[config.mk]
export PLATFORM = sky130hd
export DESIGN_NAME = product_accumulator_flat
export DESIGN_NICKNAME = d
export VERILOG_FILES = /design/src/rtl/product_acc_pkg.sv /design/src/rtl/product_acc_if.sv /design/src/rtl/product_accumulator_sat_adder.sv /design/src/rtl/product_accumulator.sv /design/src/flat_wrapper.sv
export SDC_FILE = /design/constraint.sdc
export NUM_CORES = 1
export LEC_CHECK = 0
export ABC_AREA = 0
export BUFFER_PORTS_ARGS = -buffer_cell sky130_fd_sc_hd__buf_2
export CAP_MARGIN = 20
export CORE_ASPECT_RATIO = 0.9
export CORE_MARGIN = 2
export CORE_UTILIZATION = 56
export CTS_CLUSTER_SIZE = 14
export DETAILED_ROUTE_END_ITERATION = 7
export PLACE_DENSITY = 0.85
export SLEW_MARGIN = 20
export SYNTH_ARGS = -nofsm -noshare
export SYNTH_HDL_FRONTEND = slang
export SYNTH_SLANG_ARGS = --single-unit
[constraint.sdc]
create_clock -name clk -period 3.39 [get_ports clk]
set_clock_uncertainty 0.15 [all_clocks]
set_input_delay 0 -clock clk [delete_from_list [all_inputs] [get_ports clk]]
set_output_delay 0 -clock clk [all_outputs]
set_load 0.03 [all_outputs]
[src/rtl/product_acc_pkg.sv]
`default_nettype none
// ============================================================================
// product_acc_pkg : shared types and constants for the product accumulator
// Rev 1.0
// ============================================================================
package product_acc_pkg;

    localparam int PROD_W = 8;

    typedef enum logic [0:0] {
        ACCUM = 1'b0,
        HOLD  = 1'b1
    } state_e;

    function automatic int cnt_width(input int n_terms);
        return $clog2(n_terms + 1);
    endfunction

endpackage
`default_nettype wire

[src/rtl/product_acc_if.sv]
`default_nettype none
// ============================================================================
// product_acc_if : product input / result output handshake bundle
// Rev 1.0
// ============================================================================
interface product_acc_if
    import product_acc_pkg::*;
#(
    parameter int ACC_W = 16,
    parameter int CNT_W = 3
);
    logic              clear;
    logic              in_valid;
    logic              in_ready;
    logic [PROD_W-1:0] in_product;
    logic              in_last;
    logic              out_valid;
    logic              out_ready;
    logic [ACC_W-1:0]  result;
    logic [CNT_W-1:0]  result_count;
    logic              result_sat;

    modport master (
        output clear, in_valid, in_product, in_last, out_ready,
        input  in_ready, out_valid, result, result_count, result_sat
    );

    modport slave (
        input  clear, in_valid, in_product, in_last, out_ready,
        output in_ready, out_valid, result, result_count, result_sat
    );
endinterface
`default_nettype wire

[src/rtl/product_accumulator_sat_adder.sv]
`default_nettype none
// ============================================================================
// sat_adder : unsigned acc + zero-extended product, clamped to all ones
// Rev 1.0
// ============================================================================
module sat_adder
    import product_acc_pkg::*;
#(
    parameter int ACC_W = 16
)(
    input  wire [ACC_W-1:0]  acc_i,
    input  wire [PROD_W-1:0] operand_i,
    output wire [ACC_W-1:0]  sum_o,
    output wire              ovf_o
);
    wire [ACC_W:0] w_sum;

    assign w_sum = {1'b0, acc_i} + (ACC_W + 1)'(operand_i);
    assign ovf_o = w_sum[ACC_W];
    assign sum_o = w_sum[ACC_W] ? {ACC_W{1'b1}} : w_sum[ACC_W-1:0];
endmodule
`default_nettype wire

[src/rtl/product_accumulator.sv]
`default_nettype none
// ============================================================================
// product_accumulator : saturating sum of up to N_TERMS multiplier products
// Rev 1.0
// ============================================================================
module product_accumulator
    import product_acc_pkg::*;
#(
    parameter  int N_TERMS = 4,
    parameter  int ACC_W   = 16,
    localparam int CNT_W   = cnt_width(N_TERMS)
)(
    input wire          clk,
    input wire          rst,
    product_acc_if.slave bus
);
    localparam logic [CNT_W-1:0] C_LAST_IDX = CNT_W'(N_TERMS - 1);

    state_e           state_q;
    logic [ACC_W-1:0] acc_q;
    logic [CNT_W-1:0] cnt_q;
    logic             sat_q;
    logic [ACC_W-1:0] result_q;
    logic [CNT_W-1:0] count_q;
    logic             rsat_q;

    wire [ACC_W-1:0] acc_d;
    wire             ovf;
    wire             sat_d;
    wire [CNT_W-1:0] cnt_d;
    wire             done;

    sat_adder #(.ACC_W(ACC_W)) u_sat_adder (
        .acc_i     (acc_q),
        .operand_i (bus.in_product),
        .sum_o     (acc_d),
        .ovf_o     (ovf)
    );

    assign sat_d = sat_q | ovf;
    assign cnt_d = cnt_q + CNT_W'(1);
    assign done  = bus.in_last || (cnt_q == C_LAST_IDX);

    always_ff @(posedge clk) begin
        if (rst || bus.clear) begin
            state_q  <= ACCUM;
            acc_q    <= '0;
            cnt_q    <= '0;
            sat_q    <= 1'b0;
            result_q <= '0;
            count_q  <= '0;
            rsat_q   <= 1'b0;
        end else begin
            case (state_q)
                ACCUM: begin
                    if (bus.in_valid) begin
                        acc_q <= acc_d;
                        sat_q <= sat_d;
                        cnt_q <= cnt_d;
                        if (done) begin
                            result_q <= acc_d;
                            count_q  <= cnt_d;
                            rsat_q   <= sat_d;
                            state_q  <= HOLD;
                        end
                    end
                end
                HOLD: begin
                    // Result registers stay untouched so they keep their value after handoff.
                    if (bus.out_ready) begin
                        acc_q   <= '0;
                        cnt_q   <= '0;
                        sat_q   <= 1'b0;
                        state_q <= ACCUM;
                    end
                end
                default: state_q <= ACCUM;
            endcase
        end
    end

    assign bus.in_ready     = (state_q == ACCUM);
    assign bus.out_valid    = (state_q == HOLD);
    assign bus.result       = result_q;
    assign bus.result_count = count_q;
    assign bus.result_sat   = rsat_q;
endmodule
`default_nettype wire

[src/flat_wrapper.sv]
// flat-port wrapper written by rule: the top's interface ports become plain ports
module product_accumulator_flat import product_acc_pkg::*;
#(
    parameter  int N_TERMS = 4,
    parameter  int ACC_W   = 16,
    localparam int CNT_W   = cnt_width(N_TERMS)
)
  (clk, rst, bus_clear, bus_in_valid, bus_in_product, bus_in_last, bus_out_ready, bus_in_ready, bus_out_valid, bus_result, bus_result_count, bus_result_sat);
  product_acc_if #(.ACC_W(ACC_W), .CNT_W(cnt_width(4))) bus_i ();
  input wire clk;
  input wire rst;
  input wire logic [$bits(bus_i.clear)-1:0] bus_clear;
  input wire logic [$bits(bus_i.in_valid)-1:0] bus_in_valid;
  input wire logic [$bits(bus_i.in_product)-1:0] bus_in_product;
  input wire logic [$bits(bus_i.in_last)-1:0] bus_in_last;
  input wire logic [$bits(bus_i.out_ready)-1:0] bus_out_ready;
  output wire logic [$bits(bus_i.in_ready)-1:0] bus_in_ready;
  output wire logic [$bits(bus_i.out_valid)-1:0] bus_out_valid;
  output wire logic [$bits(bus_i.result)-1:0] bus_result;
  output wire logic [$bits(bus_i.result_count)-1:0] bus_result_count;
  output wire logic [$bits(bus_i.result_sat)-1:0] bus_result_sat;
  assign bus_i.clear = bus_clear;
  assign bus_i.in_valid = bus_in_valid;
  assign bus_i.in_product = bus_in_product;
  assign bus_i.in_last = bus_in_last;
  assign bus_i.out_ready = bus_out_ready;
  assign bus_in_ready = bus_i.in_ready;
  assign bus_out_valid = bus_i.out_valid;
  assign bus_result = bus_i.result;
  assign bus_result_count = bus_i.result_count;
  assign bus_result_sat = bus_i.result_sat;
  product_accumulator #(.N_TERMS(N_TERMS), .ACC_W(ACC_W)) u_core (.clk(clk), .rst(rst), .bus(bus_i));
endmodule
Word level (Yosys, flattened, before mapping)

Index checks and enable logic that the tools add are counted.

Add/subtract/negate cells: 2
Equal/unequal tests: 3
Muxes and demuxes: 14
Bitwise operators: 2
Reduce and logical (&&, ||, !) cells: 4

Operators by type and width:

| cell                  | count |
|---|---|
| $mux W16              | 3 |
| $pmux W16 S2          | 1 |
| $add A16 B8 Y17       | 1 |
| $mux W3               | 2 |
| $pmux W3 S2           | 1 |
| $mux W1               | 5 |
| $ne A2 B2 Y1 const B  | 2 |
| $pmux W1 S2           | 2 |
| $add A3 B1 Y3 const B | 1 |
| $eq A3 B2 Y1 const B  | 1 |
| $reduce_and A3 Y1     | 1 |
| $logic_or A1 B1 Y1    | 2 |
| $reduce_and A2 Y1     | 1 |
| $not A1 Y1            | 1 |
| $or A1 B1 Y1          | 1 |

Bits in registers: 41
Input bits: 14
Output and inout port bits: 22
Word-level logic and storage cells: 32

Logic depth before layout (Yosys ltp)

Depth in word-level cells: 5
Mapped depth: 9
Mapped depth without buffers: 8

Hierarchy

Synthesis repeated with hierarchy kept, for this count alone.

Cell total of the unflattened synthesis: 243
Area, all modules: 2184.6 um2

By module, submodules not included:

| module              | times used | cells an instance | area each (um2) |
|---|---|---|---|
| product_accumulator | 1          | 152               | 1505.2 |
| sat_adder           | 1          | 91                | 679.4 |

Least setup slack after synthesis

Ideal clock, no wire load.

Kind: reg-to-reg
Start point: reg u_core.acc_q[0]
End point: reg u_core.result_q[2] (netlist: u_core.bus.result[2])
Library setup time: 0.132 ns
Arrival: 2.072 ns
Required time: 3.108 ns
Slack: 1.036 ns
Cell stages (with the launch flop): 10
Period minus slack after synthesis: 2.354 ns
Cells stage by stage: dfxtp_1 -> ha_1 -> fa_1 -> a211oi_1 -> o21ai_2 -> o21bai_2 -> nor2_2 -> buf_2 -> nor3_1 -> nor3_1

Longest elaborated chain between the ends: 2

Ends and longest elaborated chain:

| item                     | RTL line                            | source |
|---|---|---|
| start: declaration       | product_accumulator.sv:20           | `logic [ACC_W-1:0] acc_q;` |
| start signal: assignment | product_accumulator.sv:47           | `acc_q <= '0;` |
| start signal: assignment | product_accumulator.sv:57           | `acc_q <= acc_d;` |
| start signal: assignment | product_accumulator.sv:71           | `acc_q <= '0;` |
| $add A16 B8 Y17          | product_accumulator_sat_adder.sv:18 | `assign w_sum = {1'b0, acc_i} + (ACC_W + 1)'(operand_i);` |
| $mux W16                 | product_accumulator_sat_adder.sv:20 | `assign sum_o = w_sum[ACC_W] ? {ACC_W{1'b1}} : w_sum[ACC_W-1:0];` |
| end signal: assignment   | product_accumulator.sv:50           | `result_q <= '0;` |
| end signal: assignment   | product_accumulator.sv:61           | `result_q <= acc_d;` |
| end: declaration         | product_accumulator.sv:23           | `logic [ACC_W-1:0] result_q;` |

No other way between the ends.
A chain may end at the register's enable or synchronous reset.

Worst setup path in the final report

Start point: in bus_in_product[0]
End point: reg u_core.result_q[2] (netlist: u_core.bus.result[2])

Longest elaborated chain between the ends: 2

Ends and longest elaborated chain:

| item               | RTL line                            | source |
|---|---|---|
| start: declaration | flat_wrapper.sv:14                  | `input wire logic [$bits(bus_i.in_product)-1:0] bus_in_product;` |
| $add A16 B8 Y17    | product_accumulator_sat_adder.sv:18 |  |
| $mux W16           | product_accumulator_sat_adder.sv:20 |  |

No other way between the ends.

==> flow_metrics.py <==
metrics = {
    "cts": {
        "cts_post_setup_buffers_inserted": 0,
        "clock_transition_at_the_registers_of_the_reported_paths_ns": 0.08,
        "tritoncts_clock_tree": "built",
        "htree_num_levels": 2,
        "numCtsBuffers": 5,
        "cts_hold_buf": 2,
        "cts-resized-gates": 0,
        "worstSkewPairLatency_ns": 0.30,
        "clock_sinks": 41,
        "clk_root_buffer_cell": "clkbuf_8",
        "cts.path.max_buffers": 2,
    },
    "logic_synthesis": {
        "synth_seq_area_share_pct": 38.1,
        "synth.cell_area_mm2": 0.00215,
        "syn_nets": 284,
        "dominantRegCellSynth": "dfxtp_1",
        "synth_seq_cells": 41,
        "postSynth.asyncResetShare_pct": 0,
        "synthesis.yosys.warnings": 0,
        "synth-edff-count": 0,
        "netlist-cell-type-count": 53,
        "post_synth_main_area_contributors": "dfxtp_1 38%, a21oi_1 6.5%, ha_1 5.8%",
        "synth_top_area_share_pct": 38.1,
        "yosys.area.top_type": "dfxtp_1",
        "syn_avg_cell_area_um2": 8.31,
        "syn-instance-count": 259,
    },
    "global_routing": {
        "grt_usage_pct": 24.8,
        "first_pass_grt_wire_length_um": 8680,
        "grt_overflow_total": 0,
        "grt_start_max_net_pins": 32,
        "antenna_found_initial": 0,
        "first_global_vias": 1924,
    },
    "route": {
        "route.antenna.remaining_nets": 0,
        "avgViaCountPerCell": 5.97,
        "wl_per_cell_um": 14.8,
        "drt_first_iter_violations": 102,
        "vias": 2031,
        "routed_wirelength_um": 5040,
        "drt_pass1_iterations": 4,
        "post-route-drc-count": 0,
    },
    "worst_setup_path": {
        "timing.critical_path.arrival_ns": 2.59,
        "worst_endpoint_required_time_ns": 3.40,
        "cp-end-kind": "flop",
        "crit_path_start_kind": "input port",
        "worstRegToRegCells": 8,
        "timing.critical_path.fanout_max": 18,
        "critPathKind": "input port to flop",
    },
    "power_and_ir_drop": {
        "leakagePower_nw": 1.02,
        "internal-power_uw": 781,
        "pwr_density_cell_mw_per_mm2": 424,
        "switchingPower_uw": 265,
        "power.ir.vdd_worst_mv": 0.344,
        "combinational_power_share_pct": 13.3,
        "p_seq_share_pct": 47.7,
        "switching_share_pct": 25.3,
        "clock_power_share_pct": 39.0,
    },
    "floorplan": {
        "fp-row-count": 21,
        "die_height_um": 62.8,
        "fp.coreArea_mm2": 0.00370,
        "pin_count": 36,
        "die-area_mm2": 0.00436,
        "fp.dieW_um": 69.3,
        "start_util_pct": 58.1,
    },
    "timing": {
        "fmax_mhz": 388,
        "fin_crit_ns": 2.58,
        "timing.hold.ws_ns": -0.00101,
        "slew_viol_final": 0,
        "worst_slew_margin_rel_pct": 40.1,
        "rsz0062_at_grt": "false",
        "setup-violations-final": 0,
        "actual_slew_at_the_worst_max_slew_pin_ns": 0.893,
        "timing.setup.tns_ns": 0,
        "hold_violations": 1,
        "finalCritPeriodShare_pct": 76.0,
    },
    "run_status": {
        "status": "finished, violations left",
        "violations": "negative hold slack",
    },
    "run": {
        "timing.max_cap.violations": 0,
    },
    "placement": {
        "portBuffers": 35,
        "dp_hpwl_um": 3470,
        "place.gp.congestion": 0.875,
        "dp.cells": 330,
    },
    "cells_and_area": {
        "antenna-diode-count": 0,
        "layout-drive-gt1-share_pct": 20.7,
        "final_cells": 340,
        "final_nets": 318,
        "synthToLayoutAreaGrowth_pct": 14.6,
    },
    "worst_hold_path": {
        "timing.hold.worst.class": "input port to flop",
        "holdPathStages": 5,
    },
}
==> layer usage <==
layer / GRT usage, % / wire length (um)
met1: 31.2 / 2220
met2: 40.7 / 2380
met3: 6.77 / 351
met4: 9.31 / 89
met5: 0 / 0
==> cells in the final DEF (no fill, tap or decap), drive strengths merged, types with 2 or more instances in the layout <==
master       synthesis  final
xor2                 4      4
or2                  2      2
dfxtp               41     41
o21a                 2      2
buf                  4     40
a21o                 5      5
o211ai               3      3
a31oi                4      4
nand2               25     25
clkbuf              11      7
a21oi               28     28
o31ai                2      2
and2                 2      2
xnor2                4      4
a22oi                2      2
o21ai               21     21
a211oi               3      3
nand4                5      5
a41oi                3      3
nor2b                2      2
nor2                28     28
nand3                8      8
mux2i                2      2
inv                  4      4
ha                  10     10
dlygate4sd3          0      2
and3                 2      2
nor3                18     18
==> final cells by class <==
class,count,area [um2]
timing repair buffer,42,233
multi-input combinational,199,1220
inverter,4,15.0
fill,303,1240
clock inverter,1,30.0
sequential,41,821
tap,46,57.6
clock buffer,7,86.3
==> synth_stat cells (7+ instances only) <==
cell / number
a21oi_1: 28
clkbuf_1: 7
dfxtp_1: 41
ha_1: 10
nand2_1: 25
nand3_1: 8
nor2_1: 26
nor3_1: 18
o21ai_0: 18
==> cells by family (layout without fill, tap and decap cells) <==
group	after synthesis	after routing	synth area share (%)
xor+xnor	8	8	3.26
flops	41	41	38.1
buf+inv	19	54	5.00
simple gates	99	99	22.8
fa+ha+maj	11	11	6.74
mux	2	2	0.930
compound gates	79	79	23.1
==> power by group through the flow <==
stage | sequential (mW) | combinational, mW | clock (mW)
6_report | 0.499 | 0.139 | 0.408
5_1_grt | 0.500 | 0.153 | 0.436
4_1_cts | 0.499 | 0.138 | 0.408
3_5_place_dp | 0.510 | 0.135 | 0
3_3_place_gp | 0.510 | 0.133 | 0
2_1_floorplan | 0.521 | 0.0871 | 0
==> worst paths after layout <==
kind,startpoint,end,slack (ns)
worst min register to register,u_core.acc_q[3]$_SDFFE_PP0P_,u_core.acc_q[3]$_SDFFE_PP0P_,0.31
worst max-delay path,bus_in_product[0],u_core.bus.result[2]$_SDFFE_PP0P_,0.81
worst max register to register,u_core.acc_q[0]$_SDFFE_PP0P_,u_core.acc_q[13]$_SDFFE_PP0P_,0.84
worst min-delay path,rst,u_core.bus.result[8]$_SDFFE_PP0P_,-0.001
==> registers in the layout, summed over array words and instances (netlist names) <==
| name | flops |
|---|---|
| u_core.bus.result_count | 3 |
| u_core.bus.result_sat | 1 |
| u_core.sat_q | 1 |
| u_core.cnt_q | 3 |
| u_core.bus.out_valid | 1 |
| u_core.acc_q | 16 |
| u_core.bus.result | 16 |
==> stage by stage <==
stage | util [%] | setup slack [ns] | power, mW | hold WS, ns | cell area, um2
2_1_floorplan | - | 1.04 | 0.608 | -0.0499 | 2150
3_3_place_gp | 62.9 | 0.933 | 0.642 | 0.102 | 2330
3_5_place_dp | 62.9 | 0.873 | 0.645 | 0.0970 | 2330
4_1_cts | 66.6 | 0.802 | 1.04 | 0.00637 | 2470
5_1_grt | 66.6 | 0.548 | 1.09 | 0.00950 | 2470
6_report | 66.6 | 0.814 | 1.05 | -0.00101 | 2470
==> critical path: stages <==
cell and delay (ns):
dlygate4sd3_1 0.53, buf_2 0.12, ha_1 0.21, fa_1 0.43, a211oi_1 0.31, o21ai_2 0.15
o21bai_2 0.30, nor2_2 0.22, nor3_1 0.26, nor3_1 0.06
Note: power is estimated with default switching activity, not from simulation.
